==> src/rtl/cpu_run_ctrl_if.sv <==
// Board-side control bundle for the CPU run/step/halt sequencer.
// master: board/host side driving switches and buttons; slave: the sequencer.
interface cpu_run_ctrl_if;
    logic        sw_run;
    logic        btn_step;
    logic        btn_clr;
    logic [1:0]  speed;
    logic        halt_in;
    logic        scan_en;
    logic [9:0]  scan_base;
    logic        cpu_ce;
    logic        cpu_rst;
    logic [2:0]  state_o;
    logic [9:0]  ram_display_addr;
    logic [31:0] cycle_cnt;

    modport master (
        output sw_run, btn_step, btn_clr, speed, halt_in, scan_en, scan_base,
        input  cpu_ce, cpu_rst, state_o, ram_display_addr, cycle_cnt
    );

    modport slave (
        input  sw_run, btn_step, btn_clr, speed, halt_in, scan_en, scan_base,
        output cpu_ce, cpu_rst, state_o, ram_display_addr, cycle_cnt
    );
endinterface

==> src/rtl/cpu_run_ctrl.sv <==
// Run/step/halt sequencer for the board MIPS core: issues a one-cycle CPU
// clock enable at a selectable rate, holds CPU reset after reset/clear and
// scans the data-RAM display address.
// Optional feature macro: CPU_CYCLE_COUNT_EN (saturating cpu_ce pulse counter).
module cpu_run_ctrl #(
    parameter int unsigned RST_CYC  = 16,
    parameter int unsigned DIV_W    = 24,
    parameter int unsigned SCAN_LEN = 8,
    parameter int unsigned SCAN_DIV = 20
) (
    input  logic           clk,
    input  logic           rst_n,
    cpu_run_ctrl_if.slave  ctrl
);
    localparam int unsigned HOLD_W = $clog2(RST_CYC + 1);
    localparam int unsigned IDX_W  = (SCAN_LEN > 1) ? $clog2(SCAN_LEN) : 1;
    localparam int unsigned ADDR_W = 10;

    typedef enum logic [2:0] {
        ST_RST_HOLD = 3'd0,
        ST_IDLE     = 3'd1,
        ST_RUN      = 3'd2,
        ST_STEP     = 3'd3,
        ST_HALT     = 3'd4
    } state_e;

    state_e              state_q, state_d;
    logic [HOLD_W-1:0]   hold_q, hold_d;
    logic [DIV_W-1:0]    div_q, div_d, div_last;
    logic [1:0]          speed_q;
    logic                step_q;
    logic                step_rise;
    logic                cpu_ce_q, ce_d;
    logic                cpu_rst_q;
    logic [SCAN_DIV-1:0] scan_div_q, scan_div_d;
    logic [IDX_W-1:0]    scan_idx_q, scan_idx_d;
    logic [ADDR_W-1:0]   addr_q, addr_d;

    assign step_rise = ctrl.btn_step & ~step_q;

    // Terminal divider count (period - 1) for the selected speed.
    always_comb begin
        div_last = '1;
        case (ctrl.speed)
            2'd0:    div_last = '0;
            2'd1:    div_last = DIV_W'(8'hFF);
            2'd2:    div_last = DIV_W'(16'hFFFF);
            default: div_last = '1;
        endcase
    end

    // Next state, hold counter, divider and clock-enable decision.
    always_comb begin
        state_d = state_q;
        hold_d  = hold_q;
        div_d   = div_q;
        ce_d    = 1'b0;
        if (ctrl.btn_clr) begin
            state_d = ST_RST_HOLD;
            hold_d  = '0;
        end else begin
            case (state_q)
                ST_RST_HOLD: begin
                    if (hold_q == HOLD_W'(RST_CYC - 1)) begin
                        state_d = ST_IDLE;
                        hold_d  = '0;
                    end else begin
                        hold_d = hold_q + HOLD_W'(1);
                    end
                end
                ST_IDLE: begin
                    if (ctrl.halt_in) begin
                        state_d = ST_HALT;
                    end else if (ctrl.sw_run) begin
                        state_d = ST_RUN;
                        div_d   = '0;
                    end else if (step_rise) begin
                        state_d = ST_STEP;
                        ce_d    = 1'b1;
                    end
                end
                ST_RUN: begin
                    if (ctrl.halt_in) begin
                        state_d = ST_HALT;
                    end else if (!ctrl.sw_run) begin
                        state_d = ST_IDLE;
                    end else if (ctrl.speed != speed_q) begin
                        div_d = '0;
                    end else if (div_q == div_last) begin
                        div_d = '0;
                        ce_d  = 1'b1;
                    end else begin
                        div_d = div_q + DIV_W'(1);
                    end
                end
                ST_STEP: begin
                    state_d = ctrl.halt_in ? ST_HALT : ST_IDLE;
                end
                ST_HALT: begin
                    state_d = ST_HALT;
                end
                default: begin
                    state_d = ST_RST_HOLD;
                    hold_d  = '0;
                end
            endcase
        end
    end

    // Sequencer registers; cpu_rst follows the state being entered.
    always_ff @(posedge clk) begin
        if (!rst_n) begin
            state_q   <= ST_RST_HOLD;
            hold_q    <= '0;
            div_q     <= '0;
            speed_q   <= '0;
            step_q    <= 1'b0;
            cpu_ce_q  <= 1'b0;
            cpu_rst_q <= 1'b1;
        end else begin
            state_q   <= state_d;
            hold_q    <= hold_d;
            div_q     <= div_d;
            speed_q   <= ctrl.speed;
            step_q    <= ctrl.btn_step;
            cpu_ce_q  <= ce_d;
            cpu_rst_q <= (state_d == ST_RST_HOLD);
        end
    end

    // Display scanner: step period 2**SCAN_DIV, index wraps at SCAN_LEN.
    always_comb begin
        scan_div_d = scan_div_q;
        scan_idx_d = scan_idx_q;
        if (!ctrl.scan_en) begin
            scan_div_d = '0;
            scan_idx_d = '0;
        end else if (scan_div_q == '1) begin
            scan_div_d = '0;
            scan_idx_d = (scan_idx_q == IDX_W'(SCAN_LEN - 1)) ? '0 : scan_idx_q + IDX_W'(1);
        end else begin
            scan_div_d = scan_div_q + SCAN_DIV'(1);
        end
        addr_d = ctrl.scan_base + ADDR_W'(scan_idx_d);
    end

    // Scanner registers, independent of the sequencer state.
    always_ff @(posedge clk) begin
        if (!rst_n) begin
            scan_div_q <= '0;
            scan_idx_q <= '0;
            addr_q     <= ctrl.scan_base;
        end else begin
            scan_div_q <= scan_div_d;
            scan_idx_q <= scan_idx_d;
            addr_q     <= addr_d;
        end
    end

`ifdef CPU_CYCLE_COUNT_EN
    logic [31:0] cyc_q, cyc_d;

    // Saturating count of issued enables, cleared while CPU reset is held.
    always_comb begin
        cyc_d = cyc_q;
        if (state_d == ST_RST_HOLD) begin
            cyc_d = '0;
        end else if (ce_d && (cyc_q != '1)) begin
            cyc_d = cyc_q + 32'd1;
        end
    end

    // Cycle counter register.
    always_ff @(posedge clk) begin
        if (!rst_n) begin
            cyc_q <= '0;
        end else begin
            cyc_q <= cyc_d;
        end
    end

    assign ctrl.cycle_cnt = cyc_q;
`else
    assign ctrl.cycle_cnt = 32'd0;
`endif

    assign ctrl.cpu_ce           = cpu_ce_q;
    assign ctrl.cpu_rst          = cpu_rst_q;
    assign ctrl.state_o          = state_q;
    assign ctrl.ram_display_addr = addr_q;
endmodule

==> src/flat_wrapper.sv <==
// flat-port wrapper written by rule: the top's interface ports become plain ports
module cpu_run_ctrl_flat 
#(
    parameter int unsigned RST_CYC  = 16,
    parameter int unsigned DIV_W    = 24,
    parameter int unsigned SCAN_LEN = 8,
    parameter int unsigned SCAN_DIV = 20
)
  (clk, rst_n, ctrl_sw_run, ctrl_btn_step, ctrl_btn_clr, ctrl_speed, ctrl_halt_in, ctrl_scan_en, ctrl_scan_base, ctrl_cpu_ce, ctrl_cpu_rst, ctrl_state_o, ctrl_ram_display_addr, ctrl_cycle_cnt);
  cpu_run_ctrl_if ctrl_i ();
  input  logic clk;
  input  logic rst_n;
  input wire logic [$bits(ctrl_i.sw_run)-1:0] ctrl_sw_run;
  input wire logic [$bits(ctrl_i.btn_step)-1:0] ctrl_btn_step;
  input wire logic [$bits(ctrl_i.btn_clr)-1:0] ctrl_btn_clr;
  input wire logic [$bits(ctrl_i.speed)-1:0] ctrl_speed;
  input wire logic [$bits(ctrl_i.halt_in)-1:0] ctrl_halt_in;
  input wire logic [$bits(ctrl_i.scan_en)-1:0] ctrl_scan_en;
  input wire logic [$bits(ctrl_i.scan_base)-1:0] ctrl_scan_base;
  output wire logic [$bits(ctrl_i.cpu_ce)-1:0] ctrl_cpu_ce;
  output wire logic [$bits(ctrl_i.cpu_rst)-1:0] ctrl_cpu_rst;
  output wire logic [$bits(ctrl_i.state_o)-1:0] ctrl_state_o;
  output wire logic [$bits(ctrl_i.ram_display_addr)-1:0] ctrl_ram_display_addr;
  output wire logic [$bits(ctrl_i.cycle_cnt)-1:0] ctrl_cycle_cnt;
  assign ctrl_i.sw_run = ctrl_sw_run;
  assign ctrl_i.btn_step = ctrl_btn_step;
  assign ctrl_i.btn_clr = ctrl_btn_clr;
  assign ctrl_i.speed = ctrl_speed;
  assign ctrl_i.halt_in = ctrl_halt_in;
  assign ctrl_i.scan_en = ctrl_scan_en;
  assign ctrl_i.scan_base = ctrl_scan_base;
  assign ctrl_cpu_ce = ctrl_i.cpu_ce;
  assign ctrl_cpu_rst = ctrl_i.cpu_rst;
  assign ctrl_state_o = ctrl_i.state_o;
  assign ctrl_ram_display_addr = ctrl_i.ram_display_addr;
  assign ctrl_cycle_cnt = ctrl_i.cycle_cnt;
  cpu_run_ctrl #(.RST_CYC(RST_CYC), .DIV_W(DIV_W), .SCAN_LEN(SCAN_LEN), .SCAN_DIV(SCAN_DIV)) u_core (.clk(clk), .rst_n(rst_n), .ctrl(ctrl_i));
endmodule
==> config.mk <==
export PLATFORM = sky130hd
export DESIGN_NAME = cpu_run_ctrl_flat
export DESIGN_NICKNAME = d
export VERILOG_FILES = /design/src/rtl/cpu_run_ctrl_if.sv /design/src/rtl/cpu_run_ctrl.sv /design/src/flat_wrapper.sv
export SDC_FILE = /design/constraint.sdc
export NUM_CORES = 1
export LEC_CHECK = 0
export CORE_ASPECT_RATIO = 0.7
export CORE_MARGIN = 2
export CORE_UTILIZATION = 57
export DETAILED_ROUTE_END_ITERATION = 7
export PLACE_DENSITY = 0.87
export SYNTH_ARGS = -nofsm -noshare
export SYNTH_HDL_FRONTEND = slang
export SYNTH_SLANG_ARGS = --single-unit
==> constraint.sdc <==
create_clock -name clk -period 6.5 [get_ports clk]
set_input_delay 1.3 -clock clk [delete_from_list [all_inputs] [get_ports clk]]
set_output_delay 1.3 -clock clk [all_outputs]
set_load 0.01 [all_outputs]
==> results.toml <==
[sta]
worst_pin_slew_ps = 790.0
slew_violations = 0
maxSlewHeadroom_pct = 47.17
min_period_over_period_pct = 47.86
fin_setup_tns_ps = 0
skew_ps = 8.783
hold_viol_final = 0
setup_viol = 0
grt_setup_unrepaired = "false"
fmax_mhz = 321.5
fin_crit_ps = 3111

[route]
drc_errors = 0
drt_first_pass_iters = 4
vias_per_cell = 5.434
routed_wl_um = 7397
wire_per_inst_um = 13.67
vias = 2940
first_iter_violations = 168
antenna_left = 0

[critical_path]
startpoint_type = "input pin"
cp-end-kind = "flip-flop"
worstPathArrival_ps = 3380
worstSetupPathType = "in -> reg"
crit_fanout = 13
worstPathRequired_ps = 6770

[clock_tree]
cts_root_buf = "clkbuf_8"
worstSkewPairLatency_ps = 350
cts_tree = "built"
cts.path.max_buffers = 2
numClockSinks = 70
cts_buffers = 9
post-cts-setup-buffers = 0
clk_pin_slew_ps = 70
cts.repair.resized = 0
hold_buffers = 0
cts-htree-levels = 3

[layout]
drive_above_1_share_pct = 6.479
multi_input_area_um2 = 2012
syn2layout_area_growth_pct = 13.17
insertedDiodeCount = 0
ff_latch_area_um2 = 1401
layout_common_cells = "dfxtp_1, nor2_1, xnor2_1"
layout_commonest_cell = "dfxtp_1"
fillers = 510
final_core_util_pct = 66.59
final_nets = 486

[synthesis]
synth_top_area_cell = "dfxtp_1"
ys.flop_type = "dfxtp_1"
synth.distinct_cells = 53
synthTopCellsByArea = "dfxtp_1, xnor2_1, buf_4, a21oi_1, nor2_1"
synth_top_area_share_pct = 38.32
synth_edf_count = 0
avgSynthCellArea_um2 = 8.585
synth-seq-area-share_pct = 38.32
syn_area_um2 = 3657
syn_inst = 426
ys_warn_count = 0
async_flop_share_pct = 0
synth_seq_cells = 70

[floorplan]
die_h_um = 71.02
rows = 24
die-area_um2 = 7083
fp.coreArea_um2 = 6216
initial_core_util_pct = 58.84
io_pins = 66
die_w_um = 99.74

[pwr]
peakVddDrop_uv = 108.2
totalPowerFinal_uw = 883.5
power_density_nw_per_um2 = 213.4
p_leak_nw = 1.496

[grt]
grtUsageTotal_pct = 22.07
grt_antenna_before_repair = 0
grt_pass1_wl_um = 12520
grt-ovfl-total = 0
grt_pass1_vias = 2796
grt_max_degree = 21
use_met3_pct = 6.818
use_met1_pct = 28.35
grt_busiest_layer = "met2"
met2_usage_pct = 34.31

[placed_design]
dpl.hpwl_um = 5273
gp_congestion = 0.8824
io_buffers = 33

[worst_hold_path]
hold_class = "reg -> reg"

[flow_run]
maxCapViolations = 0

[outcome]
status = "finished, final reports clean"
==> synth_stat cells (2+ instances only) <==
cell type / n
nand4_1: 9
nand2_1: 31
or2_2: 2
clkbuf_1: 5
nor4_1: 8
nand3b_1: 3
buf_4: 32
mux2i_1: 3
o21ai_0: 5
and3_1: 6
nand2b_1: 3
or4_1: 2
ha_1: 8
and4_1: 8
nor3b_1: 4
mux2_2: 3
nor2b_1: 6
nor3_1: 16
nand4_2: 2
nor2_1: 43
and2_1: 4
inv_1: 18
xnor2_1: 37
nand3_1: 20
a21oi_1: 34
dfxtp_1: 70
xor2_1: 13
buf_2: 6
==> critical path: stages <==
cell and delay, ps:
clkdlybuf4s50_1 770, nand2b_1 320, nor3_1 480, o21ai_0 270, o211ai_1 230
==> area by class of cell <==
| class | count | share of cell area [%] |
|---|---|---|
| Timing Repair Buffer | 34 | 8.162 |
| Clock buffer | 10 | 3.325 |
| Multi-Input combinational cell | 325 | 48.61 |
| Sequential cell | 70 | 33.86 |
| Inverter | 18 | 1.632 |
| Tap cell | 78 | 2.358 |
| Clock inverter | 6 | 2.056 |
==> kinds of logic after synthesis <==
group                      count (synthesis)  synth area share, %
buffers and inverters                     62                9.853
adders and majority gates                  9                3.284
and+or+nand+nor                          177                26.75
other                                      1               0.1025
muxes                                      6                1.745
DFF                                       70                38.32
xor gates and xnor gates                  50                11.97
AOI/OAI and AO/OA                         51                7.972
==> where the power goes <==
group / switching [mW] / internal (mW) / total (mW)
combinational: 0.0314 / 0.0249 / 0.0562
clock: 0.165 / 0.225 / 0.390
sequential: 0.00228 / 0.435 / 0.437
==> stage by stage <==
stage | area [um^2] | std cells | setup WS (ps) | hold slack, ps
3_3_place_gp | 3916 | 525 | 3148 | 422.3
4_1_cts | 4139 | 541 | 3411 | 447.3
6_report | 4139 | 541 | 3389 | 447.5
2_1_floorplan | 3774 | 457 | 3854 | 410.2
5_1_grt | 4139 | 541 | 3121 | 467.3
3_5_place_dp | 3916 | 525 | 3062 | 430.8
==> sequential cells by signal, indices dropped and copies added, names as in the netlist <==
signal / flops
u_core.div_q: 24
u_core.hold_q: 5
u_core.ctrl.cpu_rst: 1
u_core.step_q: 1
u_core.ctrl.state_o: 3
u_core.scan_idx_q: 3
u_core.speed_q: 2
u_core.ctrl.cpu_ce: 1
u_core.ctrl.ram_display_addr: 10
u_core.scan_div_q: 20
==> layer usage <==
metal / up-vias / share of wire (%)
li1: 1469 / -
met2: 93 / 46
met1: 1356 / 46
met3: 22 / 5.1
met5: - / 0
met4: 0 / 2.5
==> path summary, 6_finish.rpt <==
path / from / to / slack, ps / depth (start not counted)
max reg2reg: u_core.scan_div_q[0] / u_core.ctrl.ram_display_addr[6] / 3490 / 14
max: rst_n / u_core.div_q[2] / 3390 / 5
min: u_core.hold_q[4] / u_core.hold_q[4] / 450 / 2
min reg2reg: u_core.hold_q[4] / u_core.hold_q[4] / 450 / 2
Power figures use the tool's default switching activity.
